===== src/rtl/bus_master_8088.sv =====
// 8088-style bus cycle master: IDLE/T1/T2/T3/TW/T4 with registered bus outputs.
// Optional wait-state support with READY timeout under `BUS_MASTER_WAIT_STATE_EN.
module bus_master_8088 #(
    parameter int ADDR_WIDTH = 20,
    parameter int DATA_WIDTH = 8,
    parameter int WAIT_LIMIT = 15
) (
    input  logic                  CLK,
    input  logic                  RESET,
    input  logic                  req,
    input  logic                  req_write,
    input  logic                  req_io,
    input  logic [ADDR_WIDTH-1:0] req_addr,
    input  logic [DATA_WIDTH-1:0] req_wdata,
    output logic                  req_ready,
    output logic                  done,
    output logic                  err,
    output logic [DATA_WIDTH-1:0] rdata,
    output logic                  ALE,
    output logic                  IOM,
    output logic                  RD,
    output logic                  WR,
    output logic [ADDR_WIDTH-1:0] Address,
    output logic [DATA_WIDTH-1:0] data_out,
    output logic                  data_oe,
    input  logic [DATA_WIDTH-1:0] data_in,
    input  logic                  READY
);

    localparam int CW = ($clog2(WAIT_LIMIT + 1) > 4) ? $clog2(WAIT_LIMIT + 1) : 4;

    typedef enum logic [2:0] {
        IDLE, T1, T2, T3, TW, T4
    } state_t;

    state_t                state, state_n;
    logic                  accept;
    logic                  timeout;
    logic                  wr_q;
    logic [DATA_WIDTH-1:0] wdata_q;
    logic [CW-1:0]         wcnt;
    logic                  d_ale, d_rd, d_wr, d_oe, d_done;

    assign req_ready = (state == IDLE) || (state == T4);
    assign accept    = req && req_ready;

`ifdef BUS_MASTER_WAIT_STATE_EN
    assign timeout = (state == TW) && !READY && (wcnt == CW'(WAIT_LIMIT - 1));
`else
    logic unused_nowait;
    assign timeout       = 1'b0;
    assign unused_nowait = ^{READY, wcnt};
`endif

    always_ff @(posedge CLK or posedge RESET) begin
        if (RESET) state <= IDLE;
        else       state <= state_n;
    end

    always_comb begin
        state_n = state;
        case (state)
            IDLE: if (accept) state_n = T1;
            T1:   state_n = T2;
            T2:   state_n = T3;
`ifdef BUS_MASTER_WAIT_STATE_EN
            T3:   state_n = READY ? T4 : TW;
            TW:   state_n = (READY || timeout) ? T4 : TW;
`else
            T3:   state_n = T4;
            TW:   state_n = IDLE;
`endif
            T4:   state_n = accept ? T1 : IDLE;
            default: state_n = IDLE;
        endcase
    end

    // Outputs are decoded from the next state so the registers line up with it.
    always_comb begin
        d_ale  = (state_n == T1);
        d_rd   = 1'b1;
        d_wr   = 1'b1;
        d_oe   = 1'b0;
        d_done = (state_n == T4);
        if (state_n == T2 || state_n == T3 || state_n == TW) begin
            d_rd = wr_q;
            d_wr = !wr_q;
        end
        if (state_n == T2 || state_n == T3 || state_n == TW || state_n == T4)
            d_oe = wr_q;
    end

    always_ff @(posedge CLK or posedge RESET) begin
        if (RESET) begin
            ALE      <= 1'b0;
            RD       <= 1'b1;
            WR       <= 1'b1;
            IOM      <= 1'b0;
            Address  <= '0;
            data_out <= '0;
            data_oe  <= 1'b0;
            done     <= 1'b0;
            err      <= 1'b0;
            rdata    <= '0;
            wr_q     <= 1'b0;
            wdata_q  <= '0;
            wcnt     <= '0;
        end else begin
            ALE     <= d_ale;
            RD      <= d_rd;
            WR      <= d_wr;
            data_oe <= d_oe;
            done    <= d_done;
            err     <= timeout;
            wcnt    <= (state == TW) ? wcnt + 1'b1 : '0;
            if (accept) begin
                Address <= req_addr;
                IOM     <= req_io;
                wr_q    <= req_write;
                wdata_q <= req_wdata;
            end
            if (state_n == T2 && wr_q)
                data_out <= wdata_q;
            if ((state == T3 || state == TW) && state_n == T4 && !wr_q && !timeout)
                rdata <= data_in;
        end
    end

endmodule


===== config.mk =====
export PLATFORM = sky130hd
export DESIGN_NAME = bus_master_8088
export DESIGN_NICKNAME = d
export VERILOG_FILES = /design/src/rtl/bus_master_8088.sv
export SDC_FILE = /design/constraint.sdc
export NUM_CORES = 1
export LEC_CHECK = 0
export CORE_AREA = 2 2 72 74
export CTS_BUF_LIST = sky130_fd_sc_hd__clkbuf_4 sky130_fd_sc_hd__clkbuf_8
export DETAILED_ROUTE_END_ITERATION = 6
export DIE_AREA = 0 0 74 76
export PLACE_DENSITY = 0.9
export SYNTH_ARGS = -nofsm -noshare
export SYNTH_HDL_FRONTEND = slang
export SYNTH_SLANG_ARGS = --single-unit
export TNS_END_PERCENT = 100

===== constraint.sdc =====
create_clock -name CLK -period 1.7 [get_ports CLK]
set_input_delay 0.17 -clock CLK [delete_from_list [all_inputs] [get_ports CLK]]
set_output_delay 0.17 -clock CLK [all_outputs]
set_load 0.01 [all_outputs]

# Word-level counts from Yosys, hierarchy flattened
# Cells that the tools add are included.
[op_classes]
n_eq_ne = 10
mux = 6
n_reduce_logical = 11
[op_table]
columns = ["cell", "count"]
rows = [
  ["$pmux 3 s5", 1],
  ["$eq 3x2->1 const B", 4],
  ["$eq 3x3->1 const B", 4],
  ["$eq 3x1->1 const B", 2],
  ["$logic_or 1x1->1", 5],
  ["$logic_and 1x1->1", 4],
  ["$mux 1", 4],
  ["$logic_not 3->1", 1],
  ["$mux 3", 1],
  ["$logic_not 1->1", 1],
]
[totals]
register_bits = 54
inputBits = 42
output_inout_bits = 44
wordCells = 39

# Longest topological paths before layout
[depth]
word_depth = 10
mapped_depth = 5
mapped_depth_nobuf = 3

# Least setup slack after synthesis
# Ideal clock, no wire load.
[synth_timing]
path_kind = "register -> register"
start = "register state[2]"
end = "register Address[10]"
setup_ps = 125
t_arrival_ps = 1331
required_time_ps = 1575
slack_ps = 245
path_stages_with_launch = 6
path_buffers = 2
synth_period_minus_slack_ps = 1455
path_cell_list = "dfrtp_1 -> buf_6 -> xor2_2 -> nor2_2 -> buf_4 -> mux2_2"
[synth_between]
elab_chain_cells = 3
elab_cells_between_ends = 4
classes_between = "eq/ne: 1; reduce/logical: 3"
[synth_lines]
columns = ["item", "line", "rtl"]
rows = [
  ["start, declared", "36", "state_t state, state_n;"],
  ["start signal, assigned", "57", "else state <= state_n;"],
  ["$eq 3x3->1 / $logic_not 3->1 (equally long branches)", "44", "assign req_ready = (state == IDLE) || (state == T4);"],
  ["$logic_or 1x1->1 (*)", "44", ""],
  ["$logic_and 1x1->1 (*)", "45", "assign accept = req && req_ready;"],
  ["end signal, assigned", "117", "Address <= req_addr;"],
  ["end, declared", "23", "output logic [ADDR_WIDTH-1:0] Address,"],
]
# Every way passes the cells marked *; elsewhere a longest branch is shown, timed or not.
# A chain may end at the register's enable or synchronous reset.

# Worst setup path after layout
[layout_timing]
start = "register state[2]"
end = "register rdata[5]"
[layout_between]
elab_chain_cells = 8
elab_cells_between_ends = 15
classes_between = "eq/ne: 6; mux: 3; reduce/logical: 6"
[layout_lines]
columns = ["item", "line", "rtl"]
rows = [
  ["$eq 3x3->1 / $logic_not 3->1 (equally long branches)", "44, 62", ""],
  ["$logic_or 1x1->1", "44", ""],
  ["$logic_and 1x1->1", "45", ""],
  ["$mux 3", "63", "IDLE: if (accept) state_n = T1;"],
  ["$pmux 3 s5 (*)", "62", "case (state)"],
  ["via state_n[2]", "36", ""],
  ["$eq 3x3->1 (*)", "124", "if ((state == T3 || state == TW) && state_n == T4 && !wr_q && !timeout)"],
  ["$logic_and 1x1->1 (*) (2 in a row)", "124", ""],
  ["end signal, assigned", "125", "rdata <= data_in;"],
  ["end, declared", "18", "output logic [DATA_WIDTH-1:0] rdata,"],
]
# Mark *: on every way through the listed nets, which the timed path passes. The rest lies on a longest branch.

==> impl_metrics.json <==
{
  "grt_max_degree": 42,
  "power.leakage_nw": 1.30,
  "synth_seq_cells": 54,
  "die_area_sq_mm": 0.00562,
  "antenna_cells": 0,
  "grt_pass1_vias": 1393,
  "place_congestion": 0.652,
  "drv_slew": 0,
  "place_hpwl_um": 2740,
  "core-area_sq_mm": 0.00491,
  "cts_tree": "done",
  "worstSetupPathType": "register to register",
  "hold_class": "input port to asynchronous set/reset pin",
  "multiInputGateArea_sq_um": 651,
  "path_max_fanout": 7,
  "required_ps": 1880,
  "start_util_pct": 42.2,
  "die_x_um": 74,
  "clk_latency_ps": 290,
  "clk_pin_slew_ps": 90,
  "rsz0062_at_grt": "no",
  "die_h_um": 76,
  "wire_per_inst_um": 13.0,
  "path_cells": "buf_4, and3b_1, nor2b_1, buf_4, mux2_1",
  "synthCells": 128,
  "fill_cells": 385,
  "cpPeakStageDelay_ps": 450,
  "period_needed_ps": 1590,
  "post_route_cells_drive_above_1_share_pct": 28.8,
  "ant_nets": 0,
  "overflow": 0,
  "ios": 86,
  "hold_viol": 0,
  "num_rows": 26,
  "period_share_pct": 93.5,
  "max_clock_freq_mhz": 629,
  "slowest_stage": "dfrtp_2",
  "finalSetupViolCount": 0,
  "synth_nets": 170,
  "crit_top_cell": "buf_4",
  "synth-warning-count": 0,
  "drt_iter0_markers": 82,
  "clockBufferDepth": 2,
  "dr_total_vias": 1325,
  "syn_area_sq_mm": 0.00207,
  "antenna_found_initial": 0,
  "final.setup.tns_ps": 0,
  "power_w": 0.00576,
  "outcome": "finished clean",
  "clock-root-buffer": "clkbuf_8",
  "intPower_w": 0.00407,
  "vdd_drop_max_mv": 0.918,
  "grt_pass1_wl_um": 6240,
  "seq_power_share_pct": 40.0,
  "arrival_ps": 1770,
  "htree_levels": 2,
  "clkPwrFrac_pct": 12.6,
  "power.density_mw_per_mm2": 1850,
  "track_usage_pct": 14.4,
  "avgViaCountPerCell": 4.58,
  "swShare_pct": 29.4,
  "port_buffers": 83,
  "clock_skew_ps": 1.78,
  "maxCapViolCount": 0,
  "cts_buffers": 5,
  "regArea_sq_mm": 0.00136,
  "crit_path_end_kind": "register",
  "cts.sinks": 54,
  "post-route-drc-count": 0,
  "area_growth_pct": 50.3,
  "start_kind": "register",
  "nets": 260,
  "first_pass_iters": 3,
  "avgSynthCellArea_sq_um": 16.2,
  "ys_types": 23,
  "ys_seq_area_share_pct": 65.4,
  "combPwrFrac_pct": 47.4,
  "routed_wl_um": 3770,
  "p_sw_w": 0.00169
}
power groups by stage:
| stage | Combinational, W | Sequential, W | Clock, W |
|---|---|---|---|
| 2_1_floorplan | 0.00124 | 0.00249 | 0 |
| 3_3_place_gp | 0.00267 | 0.00233 | 0 |
| 3_5_place_dp | 0.00271 | 0.00238 | 0 |
| 4_1_cts | 0.00279 | 0.00232 | 0.000766 |
| 5_1_grt | 0.00295 | 0.00240 | 0.000820 |
| 6_report | 0.00273 | 0.00231 | 0.000724 |
state kept, by name, indices dropped and copies added, names as in the netlist:
name      count
rdata         8
IOM           1
done          1
wdata_q       8
wr_q          1
ALE           1
state         3
Address      20
data_oe       1
data_out      8
WR            1
RD            1
cells by family after synthesis:
kind of cell    synth area share, %
other cells                   0.181
simple gates                   4.47
mux                            25.0
compound gates                0.544
flops                          65.4
xor+xnor                       1.21
buf+inv                        3.20
critical path: cells and delay by family (launching register included):
| family | cells | cell delay [ps] |
|---|---|---|
| buffers and inverters | 2 | 330 |
| flip-flops | 1 | 450 |
| multiplexers | 1 | 320 |
| AND/OR/NAND/NOR | 2 | 380 |
worst paths after layout:
kind,from,end,slack (ps),depth (start not counted)
worst max-delay path,state[2],rdata[5],110,5
worst min-delay path,RESET,rdata[4],140,2
worst max register to register,state[2],rdata[5],110,5
worst min register to register,rdata[4],rdata[4],490,1
max in group asynchronous,RESET,RD,980,3
min in group CLK,data_in[3],rdata[3],470,2
timing repair:
item,in CTS,in global routing
resized for setup,3,0
buffers inserted,2,0
endpoints found under the setup margin,1,0
hold buffers,0,0
cell type report:
cell class                      instances  area share, %
Clock inverter                          1          0.161
Timing Repair Buffer                   91           29.4
Inverter                                2          0.241
Tap cell                               70           2.81
Clock buffer                            7           2.90
Sequential cell                        54           43.6
Multi-Input combinational cell         64           20.9
synth_stat cells:
| cell type | instances | area share [%] |
|---|---|---|
| nor2b_1 | 1 | 0.30 |
| nor2_1 | 3 | 0.54 |
| and3b_1 | 2 | 0.85 |
| xor2_2 | 1 | 0.79 |
| or3_1 | 1 | 0.30 |
| inv_1 | 1 | 0.18 |
| o22ai_1 | 1 | 0.30 |
| conb_1 | 1 | 0.18 |
| buf_6 | 1 | 0.54 |
| nor3b_1 | 1 | 0.36 |
| a21oi_1 | 1 | 0.24 |
| xnor2_1 | 1 | 0.42 |
| inv_2 | 1 | 0.18 |
| dfstp_2 | 2 | 2.5 |
| mux2_2 | 38 | 21 |
| dfrtp_1 | 52 | 63 |
| mux2_1 | 8 | 4.4 |
| nor2_2 | 1 | 0.30 |
| buf_2 | 2 | 0.48 |
| nor4b_4 | 1 | 1.1 |
| nand2_1 | 2 | 0.36 |
| nand2b_1 | 1 | 0.30 |
| buf_4 | 5 | 1.8 |
through the flow:
step | hold slack [ps] | cells | cell area [sq um] | setup slack, ps | util (%)
after global routing | 162 | 289 | 3110 | 2.71 | 63.3
after detailed placement | 466 | 279 | 3000 | 97.8 | 61.1
final | 144 | 289 | 3110 | 111 | 63.3
after floorplan | 305 | 128 | 2070 | 219 | -
after global placement | 467 | 279 | 3000 | 102 | 61.1
after CTS | 145 | 289 | 3110 | 92.2 | 63.3
layer usage:
| metal | wire (um) | vias to the layer above | track usage (%) |
|---|---|---|---|
| met3 | 266 | 5 | 4.89 |
| met5 | 0 | - | 0 |
| met4 | 38 | 0 | 3.82 |
| li1 | - | 612 | - |
| met2 | 1930 | 48 | 24.6 |
| met1 | 1530 | 660 | 17.2 |
layout by cell type (no fill, tap or decap):
| cell type | n |
|---|---|
| a21oi_1 | 1 |
| and3b_1 | 2 |
| buf_12 | 2 |
| buf_4 | 6 |
| clkbuf_4 | 1 |
| clkbuf_8 | 6 |
| clkdlybuf4s50_1 | 82 |
| clkinv_2 | 1 |
| conb_1 | 1 |
| dfrtp_1 | 50 |
| dfrtp_2 | 2 |
| dfstp_2 | 2 |
| dlygate4sd2_1 | 1 |
| inv_2 | 2 |
| mux2_1 | 8 |
| mux2_2 | 38 |
| nand2_1 | 2 |
| nand2b_1 | 1 |
| nor2_1 | 3 |
| nor2_2 | 1 |
| nor2b_1 | 1 |
| nor3b_1 | 1 |
| nor4b_4 | 1 |
| o22ai_1 | 1 |
| or3_1 | 1 |
| xnor2_1 | 1 |
| xor2_2 | 1 |
Power figures use the tool's default switching activity.
